[src/rtl/d_shift_reg.sv]
// d_shift_reg: WIDTH-bit storage/serialiser word with enable-gated hold,
// parallel load, single-step shift and an autonomous burst-shift sequencer
// that reports busy while shifting and a one-cycle done at completion.
module d_shift_reg #(
  parameter int unsigned          WIDTH     = 8,
  parameter logic [WIDTH-1:0]     RESET_VAL = '0,
  localparam int unsigned         CW        = $clog2(WIDTH + 1)
) (
  input  logic             clk,
  input  logic             reset,
  input  logic             ena,
  input  logic [1:0]       mode,
  input  logic [WIDTH-1:0] d,
  input  logic             sin,
  input  logic             start,
  input  logic             dir,
  input  logic [CW-1:0]    shamt,
  output logic [WIDTH-1:0] q,
  output logic             sout,
  output logic             busy,
  output logic             done
);

  typedef enum logic [1:0] {
    IDLE  = 2'd0,
    SHIFT = 2'd1,
    DONE  = 2'd2
  } state_t;

  localparam logic [CW-1:0] WMAX = CW'(WIDTH);

  state_t          state;
  state_t          state_nxt;
  logic [CW-1:0]   cnt;
  logic            dir_r;
  logic [CW-1:0]   shamt_clamp;
  logic [WIDTH-1:0] q_shr;
  logic [WIDTH-1:0] q_shl;

  // Shift candidates and the clamped burst length.
  always_comb begin
    q_shr       = {sin, q[WIDTH-1:1]};
    q_shl       = {q[WIDTH-2:0], sin};
    shamt_clamp = (shamt > WMAX) ? WMAX : shamt;
  end

  // FSM state register.
  always_ff @(posedge clk) begin
    if (reset) state <= IDLE;
    else       state <= state_nxt;
  end

  // Next-state decode and status outputs; DONE always lasts one cycle.
  always_comb begin
    state_nxt = state;
    busy      = 1'b0;
    done      = 1'b0;
    case (state)
      IDLE: begin
        if (ena && start) state_nxt = (shamt_clamp == '0) ? DONE : SHIFT;
      end
      SHIFT: begin
        busy = 1'b1;
        if (ena && (cnt == CW'(1))) state_nxt = DONE;
      end
      DONE: begin
        done      = 1'b1;
        state_nxt = IDLE;
      end
      default: state_nxt = IDLE;
    endcase
  end

  // Datapath: word, serial-out bit, burst counter and latched direction.
  always_ff @(posedge clk) begin
    if (reset) begin
      q     <= RESET_VAL;
      sout  <= 1'b0;
      cnt   <= '0;
      dir_r <= 1'b0;
    end else begin
      case (state)
        IDLE: begin
          if (ena) begin
            if (start) begin
              cnt   <= shamt_clamp;
              dir_r <= dir;
            end else begin
              case (mode)
                2'b01: q <= d;
                2'b10: begin
                  q    <= q_shr;
                  sout <= q[0];
                end
                2'b11: begin
                  q    <= q_shl;
                  sout <= q[WIDTH-1];
                end
                default: ;
              endcase
            end
          end
        end
        SHIFT: begin
          if (ena) begin
            cnt <= cnt - CW'(1);
            if (dir_r) begin
              q    <= q_shl;
              sout <= q[WIDTH-1];
            end else begin
              q    <= q_shr;
              sout <= q[0];
            end
          end
        end
        default: ;
      endcase
    end
  end

endmodule

[config.mk]
export PLATFORM = sky130hd
export DESIGN_NAME = d_shift_reg
export DESIGN_NICKNAME = d
export VERILOG_FILES = /design/src/rtl/d_shift_reg.sv
export SDC_FILE = /design/constraint.sdc
export NUM_CORES = 1
export LEC_CHECK = 0
export ABC_AREA = 1
export CAP_MARGIN = 10
export CORE_MARGIN = 8
export CORE_UTILIZATION = 45
export DETAILED_ROUTE_END_ITERATION = 8
export PLACE_DENSITY = 0.74
export SLEW_MARGIN = 40
export SYNTH_ARGS = -nofsm -noshare
export SYNTH_HDL_FRONTEND = slang
export SYNTH_SLANG_ARGS = --single-unit
[constraint.sdc]
create_clock -name clk -period 1.45 [get_ports clk]
set_input_delay 0.145 -clock clk [delete_from_list [all_inputs] [get_ports clk]]
set_output_delay 0.145 -clock clk [all_outputs]
set_load 0.03 [all_outputs]
### After elaboration in Yosys (flattened, before gate mapping)

Index checks and enable logic that the tools add are counted.

| storage, ports and cells | value |
|---|---|
| input port bits | 20 |
| output and inout bits | 11 |
| register bits after elaboration | 16 |
| logic and storage cells | 54 |

| operators by class | value |
|---|---|
| muxes and demuxes | 23 |
| reductions and logical operators | 10 |
| $add $sub $neg | 1 |
| equality and inequality tests | 14 |
| $lt $le $gt $ge | 1 |

Operators by type and width:

| kind | count |
|---|---|
| $mux 8 | 4 |
| $pmux 8 s3 | 1 |
| $mux 4 | 4 |
| $pmux 8 s2 | 1 |
| $ne 2x2->1 const B | 6 |
| $reduce_and 5->1 | 2 |
| $pmux 4 s2 | 1 |
| $eq 2x2->1 const B | 3 |
| $mux 1 | 6 |
| $mux 2 | 3 |
| $eq 2x1->1 const B | 2 |
| $eq 4x1->1 const B | 1 |
| $gt 4x4->1 const B | 1 |
| $logic_not 4->1 | 1 |
| $ne 4x1->1 const B | 1 |
| $pmux 1 s2 | 2 |
| $pmux 2 s2 | 1 |
| $reduce_and 4->1 | 1 |
| $sub 4x1->4 const B | 1 |
| $ne 3x1->1 const B | 1 |
| $reduce_and 3->1 | 1 |
| $logic_and 1x1->1 | 2 |
| $logic_not 2->1 | 1 |
| $reduce_and 2->1 | 1 |
| $reduce_bool 2->1 | 1 |

### Depth between registers and ports, before layout

| logic depth | value |
|---|---|
| depth after elaboration | 6 |
| mapped depth | 9 |
| depth with buffers taken out | 8 |

### Worst setup path before layout

Ideal clock, no wire load.

| timing path | value |
|---|---|
| kind | register -> register |
| from | reg state[0] |
| to | reg q[7] |
| data required time | 1338 ps |
| period minus slack after synthesis | 1148 ps |
| setup time | 112 ps |
| buffers on the path | 1 |
| cell stages (with the launch flop) | 7 |
| path slack | 302 ps |
| arrival | 1037 ps |
| cell sequence | dfxtp_1 > inv_2 > nor2_4 > buf_2 > nor2_1 > nor2_1 > nor2_1 |

| on the way | value |
|---|---|
| word-level cells in the longest chain between the ends | 3 |
| elaborated cells on any way between the ends | 9 |
| classes of those cells | eq/ne: 5; mux: 1; reduce/logical: 3 |

Ends and longest elaborated chain:

| item | line | text |
|---|---|---|
| from (decl) | 32 | `state_t state;` |
| from (signal assigned) | 50 | `else state <= state_nxt;` |
| $logic_not 2->1 or $eq 2x1->1 (tied branches) | 82 | `case (state)` |
| $ne 4x1->1 (no line), or another cell as far along | - |  |
| $reduce_and 5->1 (no line) | - |  |
| to (signal assigned) | 92 | `q <= q_shr;` |
| to (signal assigned) | 96 | `q <= q_shl;` |
| to (signal assigned) | 108 | `q <= q_shl;` |
| to (decl) | 18 | `output logic [WIDTH-1:0] q,` |

Parallel ways exist; a longest one is shown, timed or not.
A chain may end at the register's enable or synchronous reset.

### Worst setup path in the final report

| timing path | value |
|---|---|
| from | reg state[0] |
| to | out busy |

| on the way | value |
|---|---|
| word-level cells in the longest chain between the ends | 2 |

Ends and longest elaborated chain:

| item | line | text |
|---|---|---|
| $eq 2x1->1 | 58 | `case (state)` |
| $mux 1 | 58 |  |
| to (decl) | 20 | `output logic busy,` |

No other way between the ends.

==> metrics.md <==
| Metric | Value |
|---|---|
| Drt total wl | `3.38 mm` |
| RR Startpoint | `state[0]` |
| Tightest Pin Transition | `0.325 ns` |
| TritonCTS clock tree | `yes` |
| Critical path class | `reg -> out` |
| RSZ-0062 raised after global routing | `false` |
| Clock root cell | `clkbuf_4` |
| GP Congestion | `0.816` |
| Slowest Stage Delay on Critical Path | `between 0.3 and 0.4 ns` |
| Final min period | `1.34 ns` |
| Share of layout cells above drive strength 1 | `14.9%` |
| Status | `completed` |
| Max Clock Freq | `746 MHz` |
| Tcrit/Tclk final | `about 92%` |
| Die height | `68.3 µm` |
| Boundary pin count | `31` |
| Hold_sp | `dir` |
| Reg clk slew, reported paths | `0.11 ns` |
| Total power draw | `about 1.4 mW` |
| Vias/cell | `approximately 4.8` |
| Worst hold endpoint | `dir_r` |
| Crit path launch type | `flop` |
| All-Layer GR Usage | `15.5%` |
| Grt ovf | `0` |
| Worst Hold Class | `in -> reg` |
| Post-CTS Hold Buffers | `0` |
| Pwr Density | `796 nW/µm²` |
| Post-Syn Area per Cell | `5.79 µm²` |
| Core box area | `2690 µm²` |
| DR iter-0 viols | `a little under 90` |
| R2R Setup Slk | `approximately 0.18 ns` |
| Largest net degree at the start of global routing | `17` |
| Crit path cell chain | `inv_2, nor2_4, buf_4, buf_4` |
| Sequential-to-total area share from yosys stat | `between 20% and 30%` |
| Worst hold path depth | `3` |
| Max stage delay cell, worst path | `dfxtp_2` |
| Max cap viols | `0` |
| Final Hold Violating Endpoints | `0` |
| #FFs+latches synth | `16` |
| Wire per inst | `11.5 µm` |
| Worst path most repeated cell | `buf_4` |
| Syn Nets | `237` |
| Placed Cells | `288` |
| Req. time, crit path | `1.31 ns` |
| Die X | `68.3 µm` |
| First-pass detailed-route iteration total | `4` |
| Inserted Clock Buffers | `3` |
| Starting Density | `45.9%` |
| Final setup viols | `0` |
| Post-Layout Cell Count | `293` |
| Max IR drop VDD | `563 µV` |
| Mapped Area | `1230 µm²` |
| Inserted Diodes | `0` |
| Reg-to-Reg End | `q[2]` |
| Initial antenna violation count | `0` |
| Crit path capture type | `output port` |
| Port Buffers | `30` |
| DRC | `0` |
| Clock Tree Buf Depth | `2` |
| Synth unique cells | `22` |
| Worst Clk Skew | `~0.008 ns` |
| Rel. slew slack | `78.2%` |
| Slew Limit Fails | `0` |
| Area grow syn2layout | `41.1%` |
| Critical path data arrival time | `~1.2 ns` |
| YS warnings | `0` |
| CTS H-tree lvls | `1` |
| Die ar. | `4670 µm²` |
| Sink Count | `16` |
| Antenna violation net count after detailed routing | `0` |
| Num rows | `19` |
| Final #Nets | `287` |
| First-pass GRT wire length | `approximately 5.7 mm` |
| DPL Wire Length | `2.59 mm` |
| Clk_lat worst skew | `0.30 ns` |
| Vias | `around 1,400` |
| Vias in the first global route | `1,354` |
| R2R depth | `7` |
| CP max FO | `5` |
| Post-synthesis cell count | `213` |
| P_leak | `0.871 nW` |
## power breakdown
group | switching, mW | internal (mW) | leakage [nW]
Sequential | 0.0379 | 0.479 | 0.132
Clock | 0.166 | 0.153 | 0.0210
Combinational | 0.303 | 0.244 | 0.718
Total | 0.508 | 0.876 | 0.871
## cells in the mapped netlist (all sizes together)
library cell | n | share of area, %
nor2 | 38 | 12
nor3 | 1 | 0.41
ha | 4 | 4.1
o21ai | 12 | 5.2
nand2 | 76 | 24
dfxtp | 16 | 26
clkbuf | 1 | 1.1
nand4 | 1 | 0.51
xor2 | 1 | 0.71
nand3 | 15 | 6.5
buf | 6 | 2.6
o211ai | 2 | 1.2
a21oi | 18 | 8.2
inv | 22 | 6.7
## routing by layer
metal	global-route usage (%)	vias up	share of wire, %	wire length (µm)
met5	0	-	0	0
met4	3.84	0	0.80	27
met3	3.11	4	6.6	223
met2	28.8	44	48	1630
met1	17.4	600	44	1500
li1	-	766	-	-
## cell type report
cell class | instances | area, µm²
Clock buffer | 4 | 36.3
Fill cell | 288 | 947
Inverter | 22 | 82.6
Multi-Input combinational cell | 168 | 786
Sequential cell | 16 | 322
Tap cell | 31 | 38.8
Timing Repair Buffer | 52 | 474
## cell usage in the layout (no fill, tap or decap)
master / instances
a21oi_1: 17
a21oi_4: 1
buf_12: 2
buf_4: 22
clkbuf_4: 3
clkbuf_8: 1
clkdlybuf4s50_1: 19
dfxtp_1: 15
dfxtp_2: 1
dlygate4sd2_1: 9
ha_1: 3
ha_2: 1
inv_1: 20
inv_2: 2
nand2_1: 74
nand2_4: 2
nand3_1: 14
nand3_2: 1
nand4_1: 1
nor2_1: 36
nor2_2: 1
nor2_4: 1
nor3_1: 1
o211ai_1: 2
o21ai_0: 11
o21ai_2: 1
xor2_1: 1
## worst max-delay path: cells and delay by family (launching register included)
family / cells / cell delay (ns)
and+or+nand+nor: 1 / 0.13
buffers and inverters: 3 / 0.38
DFF: 1 / 0.38
## state kept, by name, indices dropped and copies added, names as in the netlist
| register | flops |
|---|---|
| q | 8 |
| cnt | 4 |
| state | 2 |
| dir_r | 1 |
| sout | 1 |
## through the flow
| stage | utilization (%) | hold slack (ns) | setup WS, ns | setup TNS (ns) | instance area (µm²) |
|---|---|---|---|---|---|
| 3_5_place_dp | 63.4 | 0.496 | -0.183 | -1.28 | 1700 |
| 4_1_cts | 64.6 | 0.384 | 0.0466 | 0 | 1740 |
| 5_1_grt | 64.7 | 0.403 | 0.0205 | 0 | 1740 |
| 6_report | 64.7 | 0.381 | 0.109 | 0 | 1740 |
| 2_1_floorplan | - | 0.214 | 0.302 | 0 | 1230 |
| 3_3_place_gp | 63.4 | 0.490 | -0.155 | -1.08 | 1700 |
## timing repair
item / in CTS / in global routing
buffers inserted: 1 / 0
resized for setup: 9 / 2
setup endpoints to repair: 10 / 3
pin swaps: 1 / 0
cloned: 0 / 0
## worst max-delay path by stage
stage	slack, ns	endpoint	depth (start not counted)	from
2_1_floorplan	0.30	q[7]	6	state[0]
3_5_place_dp	-0.18	q[0]	10	mode[0]
6_report	0.11	busy	4	state[0]
5_1_grt	0.02	q[0]	9	mode[0]
4_1_cts	0.05	busy	4	state[0]
3_3_place_gp	-0.15	q[2]	10	mode[0]
## logic make-up (layout without fill, tap and decap cells)
logic type,Yosys count,count (layout),synth area share (%)
and+or+nand+nor,131,131,44.2
AOI/OAI and AO/OA,32,32,14.6
buffers and inverters,29,78,10.5
DFF,16,16,26.0
adders and majority gates,4,4,4.06
xor gates and xnor gates,1,1,0.711
(Power assumes the default switching activity.)
